===== config.mk =====
export PLATFORM = sky130hd
export DESIGN_NAME = lfsr
export DESIGN_NICKNAME = d
export VERILOG_FILES = /design/src/rtl/lfsr.sv
export SDC_FILE = /design/constraint.sdc
export NUM_CORES = 1
export LEC_CHECK = 0
export CAP_MARGIN = 20
export CORE_MARGIN = 3
export CORE_UTILIZATION = 38
export CTS_CLUSTER_DIAMETER = 100
export CTS_CLUSTER_SIZE = 16
export DETAILED_ROUTE_END_ITERATION = 10
export MAX_ROUTING_LAYER = met4
export PLACE_DENSITY = 0.79
export SYNTH_ARGS = -nofsm -noshare
export SYNTH_HDL_FRONTEND = slang
export SYNTH_SLANG_ARGS = --single-unit

===== constraint.sdc =====
create_clock -name clk_i -period 1.28 [get_ports clk_i]
set_clock_uncertainty 0.15 [all_clocks]
set_input_delay 0.256 -clock clk_i [delete_from_list [all_inputs] [get_ports clk_i]]
set_output_delay 0.256 -clock clk_i [all_outputs]
set_load 0.03 [all_outputs]

===== src/rtl/lfsr.sv =====
// Fibonacci LFSR producing one pseudo-random bit per clock. Two instances XOR-ed
// together form a 3GPP Gold sequence. Taps and seed come from parameters, or can be
// reloaded at run time when VARIABLE_CONFIG is set.
module lfsr #(
  parameter int unsigned    N               = 31,
  parameter logic [N-1:0]   TAPS            = N'(9),
  parameter logic [N-1:0]   START_VALUE     = N'(1),
  parameter bit             VARIABLE_CONFIG = 1'b0
) (
  input  logic         clk_i,
  input  logic         reset_ni,
  input  logic         load_config_i,
  input  logic [N-1:0] taps_i,
  input  logic [N-1:0] start_value_i,
  output logic         data_o,
  output logic         valid_o
);

  // s[0] is the oldest bit x(n); s[N-1] is x(n+N-1).
  logic [N-1:0] state_q, state_d;
  logic [N-1:0] taps_q;
  logic         valid_q, valid_d;
  logic         load_en;
  logic         feedback;

  if (VARIABLE_CONFIG) begin : g_var_cfg
    logic [N-1:0] taps_d;

    assign load_en = load_config_i;

    // Taps reload: reset restores the parameter, a load strobe takes the input.
    always_comb begin
      taps_d = taps_q;
      if (!reset_ni) begin
        taps_d = TAPS;
      end else if (load_en) begin
        taps_d = taps_i;
      end
    end

    // Taps register.
    always_ff @(posedge clk_i) begin
      taps_q <= taps_d;
    end
  end else begin : g_fixed_cfg
    logic unused_cfg;

    // Config inputs are ignored entirely in the fixed build.
    assign load_en    = 1'b0;
    assign taps_q     = TAPS;
    assign unused_cfg = ^{load_config_i, taps_i};
  end

  assign feedback = ^(state_q & taps_q);

  // Next state: reset beats load; the first edge out of reset (or a load) only
  // raises valid so x(0) is presented for a full cycle before shifting starts.
  always_comb begin
    state_d = state_q;
    valid_d = valid_q;
    if (!reset_ni) begin
      state_d = START_VALUE;
      valid_d = 1'b0;
    end else if (load_en) begin
      state_d = start_value_i;
      valid_d = 1'b1;
    end else if (!valid_q) begin
      valid_d = 1'b1;
    end else begin
      state_d = {feedback, state_q[N-1:1]};
    end
  end

  // State and valid registers, synchronous active-low reset handled above.
  always_ff @(posedge clk_i) begin
    state_q <= state_d;
    valid_q <= valid_d;
  end

  assign data_o  = state_q[0];
  assign valid_o = valid_q;

endmodule


## Word level (Yosys, flattened, before mapping)

Cells that the tools add are included.
Widths: inputs -> output; s select.

- Register bits: 32
- Latch bits: 0
- RAM bits: 0
- Bits in read-only memories: 0
- Input port bits: 65
- Logic and storage cells: 4
- Memories: 0

- Add/sub/neg operators: 0
- $mul: 0
- Div/mod/pow operators: 0
- $lt $le $gt $ge: 0
- Equality and inequality tests: 0
- Shifts and indexed selects: 0
- Multiplexer cells: 1
- Bitwise operators: 0
- Reductions and logical operators: 1

Operator list:

| cell | number |
|---|---|
| $reduce_xor 31->1 | 1 |
| $mux 1 | 1 |

## Depth between registers and ports, before layout

- Word-level depth: 1
- Depth in mapped cells: 4
- Mapped depth without buffers: 2

## Worst setup path before layout

OpenSTA, ideal clock, no wires.

- Path kind: reg2reg
- From: register valid_q (netlist: valid_o)
- To: register state_q[0]
- Data arrival time: 1.044 ns
- Path slack: -0.037 ns
- Cell stages (with the launch flop): 5
- Clock period less this slack: 1.317 ns
- Cells stage by stage: dfxtp_1 buf_6 buf_12 mux2i_1 nand2_1

RTL lines:

| item | line | text |
|---|---|---|
| start, declared | 22 | `logic valid_q, valid_d;` |
| start signal, assigned | 77 | `valid_q <= valid_d;` |
| end signal, assigned | 76 | `state_q <= state_d;` |
| end, declared | 20 | `logic [N-1:0] state_q, state_d;` |

## Final worst setup path

- From: register valid_q (netlist: valid_o)
- To: output port valid_o

RTL lines:

| item | line | text |
|---|---|---|
| end, declared | 16 | `output logic valid_o` |

No word-level cell between the ends.

==> run summary <==
The flow ran to the end, and the final reports show no timing, DRC or antenna violations. Kind of start point of the critical path: a register. Setup repair after global routing left no endpoint under its margin. The total via count in the routed design is 673. The logs give 320 ps for the insertion delay of the later-clocked pin in the worst-skew pair and 0 for the number of antenna diodes. The tools report the area taken by flip-flops and latches as 646 um2.

The number of core rows was 19; the net count of the mapped netlist was 167. The endpoint of the most critical setup path is valid_o. The maximum single-stage delay on the critical path came out at 370 ps. Detailed placement finished with a half-perimeter wire length of 1.12 mm. The run gives 0 as the number of antenna-violating nets in the routed design. Tracing the worst setup path back leads to its startpoint at valid_o.

The number of fill cells is 281. Mean post-synth cell area: 12.0 um2. The mean number of vias per cell works out to 4.37. The run gives 15 as the initial detailed-routing violation count. STA classifies the critical path endpoint as an output port.

Traced cell by cell, the critical path runs through buf_8. The first global-routing pass estimated 2.89 mm of wire. The die extent in y was 62.8 um. The run gives 0.157 as the global-route track usage on met2.

At the pin with the least slew margin, the transition time is 226 ps. Yosys mapped the design onto 10 distinct sky130hd cell types. The worst setup path is of the reg -> out kind. TritonCTS built the clock tree.

The critical-path maximum fanout came out at 3. Main combinational cell family by area after synthesis: multiplexers. The post-route fraction of the period consumed by the critical path was 0.955; the placer congestion estimate was 0.681. Based on the critical path, the design can be clocked at up to 0.818 GHz. The share of synthesized cell area in and, or, nand and nor gates is 0.151, and the share of final-layout standard cells stronger than drive strength 1 is 0.152.

During I/O placement, the number of pins put on the boundary was 67. The final layout contains routed wiring with a total length of 1.65 mm. Clock tree synthesis selected as its root buffer the cell clkbuf_4. The die outline width works out to 62.8 um. Grouping stages by cell kind, the critical path spends the most delay in flip-flops. Power spread over the standard cell area amounts to 1210 nW/um2.

The floorplan core area is 2920 um2, and the worst-case setup margin in the final layout is 57.3 ps. The routed design could run at a clock period as short as 1220 ps. The area of the multi-input gates came out at 504 um2. The mapped netlist covers 1230 um2. The clock edge transition at the registers on the reported setup and hold paths was 90 ps; the initial antenna violation count was 0. In this run the critical register-to-register path is launched from valid_o. The number of H-tree branching levels was 2; the worst slack at placement was -143 ps.

The complex-gate fraction of the synthesized area is 0.00815, and the area of the die is 3950 um2. Count of input and output buffers: 3. Setup violations remaining at the end of the flow were counted as 0. The worst hold path belongs to the class reg -> reg.

The sequential element share of the synthesized area came out at 0.522. The critical path required time was 870 ps. Measured in cells, the most critical reg-to-reg path has a length of 4. The via count of the first global-routing pass was 689; the initial standard-cell utilization of the core was 0.420. The count of state elements after synthesis was 32; the total routing resource utilization after global routing was 0.0997.

For this run, the post-layout net count is 177. For this design, the sink count on the clock tree is 32. For flop-to-flop paths, the worst setup slack is 70 ps. The worst path buffer plus inverter count works out to 1.

With fillers left out, the area of the finished cells amounts to 1350 um2. The analysis attributes to cell leakage a power of 0.547 nW. The total cell area at the placement stage was 1290 um2; the number of cells on the critical path was 1.

The logs give 2 for the maximum buffer depth of the clock tree and 102 for the cell count after synthesis. Standard cell with the maximum stage delay on the critical path: dfxtp_4. For the endpoint arrival time on the critical path, the log shows 820 ps. The tool flagged a number of max-cap violations equal to 0. The portion of netlist area occupied by mux cells was 0.245; the cts-stage hold buffer count was 0. The tools report the total overflow reported by the global router as 0. The total power is 1.63 mW.

The final count of hold timing violations was 0. The tools report the worst reg2reg path endpoint as state_q[5]. The met1 layer usage reported by global route was 0.100. In the routed design, unresolved DRC markers number 0. For this run, the number of Yosys warnings is 0. The adder-cell share of the synthesized area was 0; the first-pass iteration count of the detailed router was 3. The max-slew headroom at the worst pin is 0.849. The number of clock buffers inserted by TritonCTS came out at 5. The fraction of met3 tracks used by global routing was 0.0594. In the final routed layout, each cell accounts on average for 10.7 um. The logs give 0 for the number of slew-limit violations in the final report and 0.669 mV for the highest ir drop seen on vdd.

The busiest metal layer after global routing was met2. Entering global routing, the biggest net connects 19 pins. The synthesized-area fraction occupied by xor and xnor cells works out to 0.00714. Relative to the synthesized area, the layout overhead comes to 9.99%.
-- worst min-delay path by stage --
stage / startpoint / to / slack, ps / cells after the start
floorplan: reset_ni / valid_o / 130 / 0
global placement: state_q[1] / state_q[0] / 300 / 2
detailed placement: state_q[1] / state_q[0] / 330 / 2
CTS: state_q[1] / state_q[0] / 360 / 2
global route: state_q[1] / state_q[0] / 380 / 2
finish: state_q[1] / state_q[0] / 360 / 2
-- timing repair --
item,CTS,global route
setup buffers,2,0
hold endpoints to repair,0,0
setup endpoints to repair,2,9
gates resized for setup,4,1
-- stage by stage --
step,setup TNS (ps),instances,utilization,hold slack (ps)
floorplan,0,102,-,134
detailed placement,-2930,146,0.442,327
CTS,-66.3,155,0.467,357
finish,0,154,0.462,357
global route,0,154,0.462,381
global placement,-2630,146,0.442,304
-- kinds of logic (layout without fill, tap and decap cells) --
| family | count (synthesis) | after routing |
|---|---|---|
| compound gates | 2 | 2 |
| xor+xnor | 1 | 1 |
| buf+inv | 7 | 17 |
| flops | 32 | 32 |
| mux | 30 | 30 |
| simple gates | 30 | 30 |
-- report_power, final --
part,internal (mW),switching [mW]
Sequential,1.00,0.00796
Combinational,0.0632,0.0507
Clock,0.202,0.303
-- layout by cell type (no fill, tap or decap) --
master	count
xnor2_1	1
buf_4	6
o21ai_0	1
nand2_1	1
clkbuf_1	1
dfxtp_4	1
buf_12	1
mux2i_1	30
a21oi_1	1
dfxtp_1	30
dfxtp_2	1
clkdlybuf4s50_1	1
buf_8	1
nor2b_1	29
buf_6	1
clkinv_2	1
clkbuf_4	5
-- synth_stat cells --
cell	instances	area share
dfxtp_1	32	0.52
mux2i_1	30	0.24
nor2b_1	29	0.15
buf_12	3	0.049
clkbuf_1	3	0.0092
a21oi_1	1	0.0041
buf_6	1	0.0092
nand2_1	1	0.0031
o21ai_0	1	0.0041
xnor2_1	1	0.0071
-- flip-flops by register name, summed over array words and instances (netlist names) --
signal,cells
state_q,31
valid_o,1
-- layer usage --
metal / wire length, um / part of all wire / vias up
li1: - / - / 357
met1: 790 / 0.48 / 303
met2: 758 / 0.46 / 9
met3: 80 / 0.049 / 4
met4: 20 / 0.012 / 0
met5: 0 / 0 / -
-- worst register-to-register path, cell delays in order, from the launching register on --
cell and delay, ps:
dfxtp_4 380, buf_4 120, buf_12 160, mux2i_1 230
nor2b_1 70
-- layout make-up --
| type | count | area share |
|---|---|---|
| Clock buffer | 6 | 0.0306 |
| Clock inverter | 1 | 0.00371 |
| Multi-Input combinational cell | 63 | 0.373 |
| Sequential cell | 32 | 0.478 |
| Tap cell | 42 | 0.0389 |
| Timing Repair Buffer | 10 | 0.0751 |
Note: power is estimated with default switching activity, not from simulation.
